File: src/rtl/clock_failover_controller.sv
`default_nettype none
// ============================================================================
//  Module      : clock_failover_controller
//  Description : Heartbeat-based health monitor for two clock sources with a
//                request/acknowledge switchover handshake and revert policy.
//  Revision    : 1.0 - initial release
// ============================================================================
module clock_failover_controller #(
    parameter int TIMEOUT   = 16,
    parameter int RECOVERY  = 4,
    parameter int PREFERRED = 0,
    parameter int REVERTIVE = 1
) (
    input  logic       clock,
    input  logic       reset,
    input  logic       first_heartbeat,
    input  logic       second_heartbeat,
    input  logic       switch_acknowledge,
    output logic       select,
    output logic       switch_request,
    output logic       first_alive,
    output logic       second_alive,
    output logic       no_clock,
    output logic [7:0] switch_count
);

    localparam logic [7:0] c_timeout   = 8'(TIMEOUT);
    localparam logic [3:0] c_recovery  = 4'(RECOVERY);
    localparam logic       c_preferred = 1'(PREFERRED);
    localparam logic       c_revertive = 1'(REVERTIVE);

    localparam logic [1:0] c_st_none      = 2'd0;
    localparam logic [1:0] c_st_run       = 2'd1;
    localparam logic [1:0] c_st_switching = 2'd2;

    logic [1:0] w_heartbeat;
    logic [1:0] w_alive;

    assign w_heartbeat = {second_heartbeat, first_heartbeat};

    // Identical monitor for each source: silence and good-toggle counters
    genvar gi;
    for (gi = 0; gi < 2; gi++) begin : g_monitor
        logic       r_prev;
        logic [7:0] r_silence;
        logic [3:0] r_good;
        logic       r_alive;
        logic       w_toggle;
        logic       w_expired;

        assign w_toggle  = w_heartbeat[gi] ^ r_prev;
        assign w_expired = (r_silence == c_timeout);

        always_ff @(posedge clock) begin
            r_prev <= w_heartbeat[gi];
            if (reset) begin
                r_silence <= 8'd0;
                r_good    <= 4'd0;
                r_alive   <= 1'b0;
            end else begin
                if (w_toggle) begin
                    r_silence <= 8'd0;
                end else if (!w_expired) begin
                    r_silence <= r_silence + 8'd1;
                end

                // A toggle arriving after a full timeout starts a fresh streak
                if (w_expired) begin
                    r_good <= {3'b000, w_toggle};
                end else if (w_toggle && (r_good != c_recovery)) begin
                    r_good <= r_good + 4'd1;
                end

                if (w_expired) begin
                    r_alive <= 1'b0;
                end else if (r_good == c_recovery) begin
                    r_alive <= 1'b1;
                end
            end
        end

        assign w_alive[gi] = r_alive;
    end

    logic [1:0] r_state;
    logic       r_select;
    logic       r_request;
    logic       r_no_clock;
    logic [7:0] r_count;
    logic       w_target;
    logic       w_target_valid;

    always_comb begin
        w_target_valid = 1'b1;
        w_target       = c_preferred;
        if (!c_revertive && w_alive[r_select]) begin
            w_target = r_select;
        end else if (w_alive[c_preferred]) begin
            w_target = c_preferred;
        end else if (w_alive[~c_preferred]) begin
            w_target = ~c_preferred;
        end else begin
            w_target_valid = 1'b0;
        end
    end

    always_ff @(posedge clock) begin
        if (reset) begin
            r_state    <= c_st_none;
            r_select   <= c_preferred;
            r_request  <= 1'b0;
            r_no_clock <= 1'b1;
            r_count    <= 8'd0;
        end else begin
            r_no_clock <= ~(|w_alive);
            case (r_state)
                c_st_none, c_st_run: begin
                    if (!w_target_valid) begin
                        r_state <= c_st_none;
                    end else if (w_target == r_select) begin
                        r_state <= c_st_run;
                    end else begin
                        r_select  <= w_target;
                        r_request <= 1'b1;
                        r_state   <= c_st_switching;
                    end
                end
                c_st_switching: begin
                    // Liveness is deliberately ignored until the handshake ends
                    if (switch_acknowledge) begin
                        r_request <= 1'b0;
                        if (r_count != 8'hFF) begin
                            r_count <= r_count + 8'd1;
                        end
                        r_state <= c_st_run;
                    end
                end
                default: begin
                    r_state <= c_st_none;
                end
            endcase
        end
    end

    assign select         = r_select;
    assign switch_request = r_request;
    assign first_alive    = w_alive[0];
    assign second_alive   = w_alive[1];
    assign no_clock       = r_no_clock;
    assign switch_count   = r_count;

endmodule
`default_nettype wire

File: config.mk
export PLATFORM = sky130hd
export DESIGN_NAME = clock_failover_controller
export DESIGN_NICKNAME = d
export VERILOG_FILES = /design/src/rtl/clock_failover_controller.sv
export SDC_FILE = /design/constraint.sdc
export NUM_CORES = 1
export LEC_CHECK = 0
export CAP_MARGIN = 40
export CELL_PAD_IN_SITES_DETAIL_PLACEMENT = 1
export CELL_PAD_IN_SITES_GLOBAL_PLACEMENT = 2
export CORE_ASPECT_RATIO = 2
export CORE_MARGIN = 4
export CORE_UTILIZATION = 33
export DETAILED_ROUTE_END_ITERATION = 6
export HOLD_SLACK_MARGIN = 0.12
export PLACE_DENSITY = 0.73
export SETUP_SLACK_MARGIN = 0.2
export SLEW_MARGIN = 20
export SYNTH_ARGS = -nofsm -noshare
export SYNTH_HDL_FRONTEND = slang
export SYNTH_SLANG_ARGS = --single-unit
File: constraint.sdc
create_clock -name clock -period 2.65 [get_ports clock]
set_clock_uncertainty 0.15 [all_clocks]
set_input_delay 0.3975 -clock clock [delete_from_list [all_inputs] [get_ports clock]]
set_output_delay 0.3975 -clock clock [all_outputs]
set_load 0.02 [all_outputs]
==> impl_metrics.py <==
metrics = {
    "status": {
        "status": "finished, final reports clean",
    },
    "critical_path": {
        "critPathSlowestCell": "clkdlybuf4s50_1",
        "path_cells": "clkdlybuf4s50_1",
        "cp_top_family": "buffers and inverters",
        "critical_path_class": "register to output port",
        "setup.worst_path.end_class": "output port",
        "crit_arrival_ns": 1.39,
        "worstPathRequired_ns": 2.10,
        "crit_fanout": 8,
        "cp-start-kind": "register",
        "critical_path.max_stage_delay_ns": 0.65,
        "reg2reg_to": "switch_count[3]",
        "reg2reg_slack_ns": 0.83,
        "cp_num_buf_inv": 1,
        "rr_worst_depth": 4,
        "worstReg2RegStart": "switch_count[0]",
    },
    "final_layout": {
        "areaGrowthSynthToFinish_pct": 19.9,
        "num-fill-cells": 707,
        "final_area_um2": 2390,
        "fin_cells": 309,
        "area.sequential_um2": 821,
        "multiInputGateArea_um2": 1100,
        "drive_above_1_share_pct": 7.26,
        "final_util_pct": 41.2,
        "diodes": 0,
        "fin_nets": 261,
    },
    "job": {
        "drv_cap": 0,
    },
    "yosys": {
        "ys_seq_area_share_pct": 41.1,
        "synth-edff-count": 0,
        "syn_nets": 240,
        "synthArstFlopShare_pct": 0,
        "yosysWarningCount": 0,
        "ys_types": 46,
        "synth_seq_cells": 41,
        "syn_inst": 226,
        "synth.cell_area_um2": 2000,
        "synthFlopType": "dfxtp_1",
        "syn_area_per_cell_um2": 8.84,
    },
    "min_path": {
        "hp-class": "register to register",
        "min_path_cells": 2,
        "min_to": "switch_request",
        "hold_start": "switch_request",
    },
    "cts": {
        "cts_hold_buf": 0,
        "cts_setup_buffers": 0,
        "clock_sinks": 41,
        "cts_max_path_buffers": 2,
        "cts_tree": "done",
        "cts_resized": 0,
        "clk_latency_ns": 0.28,
        "clk_pin_slew_worst_paths_ns": 0.06,
        "cts_root_buffer": "clkbuf_16",
        "cts-htree-levels": 2,
        "cts-buffers-inserted": 5,
    },
    "power_and_ir_drop": {
        "cellPowerDensity_nw_per_um2": 581,
        "leakage_nw": 0.855,
        "total_power_mw": 1.39,
        "ir_worst_vdd_uv": 329,
    },
    "global_routing": {
        "grt_pass1_wl_mm": 8.52,
        "grt_usage_pct": 14.4,
        "grt_max_degree": 15,
        "grt-ovfl-total": 0,
        "first_global_vias": 1821,
        "grt_antenna_before_repair": 0,
    },
    "timing": {
        "setup_viol": 0,
        "fmax_mhz": 515,
        "setup_slack_ns": 0.709,
        "worstMarginPinSlew_ns": 0.532,
        "tns_ns": 0,
        "fin_crit_sh_pct": 73.2,
        "timing.final.max_slew_violations": 0,
        "relSlewSlack_pct": 64.0,
        "hold_viol_final": 0,
        "period_minus_slack_ns": 1.94,
        "holdWs_ns": 0.320,
        "rsz0062_at_grt": "no",
    },
    "floorplan": {
        "core_area_um2": 5810,
        "rows": 39,
        "start_util_pct": 34.4,
        "ios": 18,
        "fp.dieH_um": 118,
        "die_area_um2": 7440,
        "die-width_um": 63.0,
    },
    "route": {
        "finalWirelength_mm": 4.87,
        "drt-pass1-iter-count": 4,
        "avgViaCountPerCell": 5.66,
        "drtAntennaViolNets": 0,
        "drc": 0,
        "first_iter_violations": 49,
        "vias": 1749,
        "avgRoutedWirePerCell_um": 15.8,
    },
    "placement": {
        "routabilityCongestion": 0.686,
        "dp_slack_ns": 0.605,
        "numPortBuffers": 17,
        "placedCellCount": 301,
        "placed_cell_area_um2": 2240,
        "dp_hpwl_mm": 3.78,
    },
}
==> Yosys cell counts, drive strengths merged (5+ instances only) <==
cell type / count / area, µm²
or3: 9 / 56.3
nand4: 5 / 31.3
o21ai: 17 / 88.8
inv: 14 / 52.6
nand3: 17 / 85.1
ha: 9 / 113
xor2: 6 / 52.6
nand2: 8 / 30.0
a21oi: 22 / 114
nor2: 12 / 45.0
nor3: 8 / 40.0
dfxtp: 41 / 821
==> layer usage <==
metal  GRT usage (%)  wire (µm)  vias to the layer above
met5               0          0                        -
met1            13.6       1780                      838
met4            7.33        116                        0
met3            3.53        161                        9
li1                -          -                      874
met2            27.4       2810                       28
==> kinds of logic after synthesis <==
kind of cell / count (synthesis) / synth area share [%]
AO/OA/AOI/OAI: 59 / 18.7
XOR/XNOR: 10 / 4.39
adder cells (fa/ha/maj): 9 / 5.64
buffers and inverters: 19 / 3.70
flip-flops: 41 / 41.1
multiplexers: 3 / 1.63
AND/OR/NAND/NOR: 85 / 24.9
==> layout make-up <==
| cell class | instances | area share, % |
|---|---|---|
| clock inverter | 1 | 0.209 |
| timing repair buffer | 19 | 7.73 |
| inverter | 14 | 2.19 |
| tap | 61 | 3.19 |
| clock buffer | 7 | 6.37 |
| multi-input combinational | 166 | 46.0 |
| sequential | 41 | 34.3 |
==> cell usage in the layout, fill, tap and decap left out, types with 2 or more instances in the layout <==
| cell type | Yosys | final |
|---|---|---|
| a211oi_1 | 4 | 4 |
| a21oi_1 | 21 | 21 |
| a311oi_1 | 2 | 2 |
| and2_1 | 2 | 2 |
| and3_1 | 3 | 3 |
| and3b_1 | 4 | 4 |
| and4_1 | 3 | 3 |
| buf_4 | 0 | 2 |
| clkbuf_16 | 0 | 5 |
| clkbuf_8 | 0 | 2 |
| clkdlybuf4s50_1 | 0 | 17 |
| dfxtp_1 | 41 | 41 |
| ha_1 | 9 | 9 |
| inv_1 | 14 | 14 |
| mux2_2 | 2 | 2 |
| nand2_1 | 8 | 8 |
| nand3_1 | 17 | 17 |
| nand3b_1 | 3 | 3 |
| nand4_1 | 5 | 5 |
| nand4bb_1 | 2 | 2 |
| nor2_1 | 12 | 12 |
| nor2b_1 | 4 | 4 |
| nor3_1 | 8 | 8 |
| nor4bb_1 | 2 | 2 |
| o211ai_2 | 2 | 2 |
| o21ai_0 | 15 | 15 |
| o22ai_1 | 2 | 2 |
| or3_1 | 9 | 9 |
| xnor2_1 | 4 | 4 |
| xor2_1 | 6 | 6 |
==> registers in the layout (all words and copies together), names as in the netlist <==
name                 flops
r_state                  2
no_clock                 1
second_alive             1
switch_request           1
g_monitor.r_good         8
g_monitor.r_prev         2
first_alive              1
g_monitor.r_silence     16
select                   1
switch_count             8
==> power breakdown <==
part,internal (mW),switching (mW)
sequential,0.633,0.0195
combinational,0.0408,0.0593
clock,0.399,0.240
total,1.07,0.319
==> how the worst max path moves through the flow <==
stage                            endpoint  cells past startpoint  slack, ns               start
final                     switch_count[4]                      1       0.71     switch_count[4]
after global routing      switch_count[4]                      1       0.65     switch_count[4]
after CTS                 switch_count[4]                      1       0.69     switch_count[4]
after detailed placement  switch_count[3]                      4       0.61  switch_acknowledge
after global placement    switch_count[0]                      4       0.65  switch_acknowledge
after floorplan           switch_count[3]                      4       0.89     switch_count[0]
Note: power is estimated with default switching activity, not from simulation.
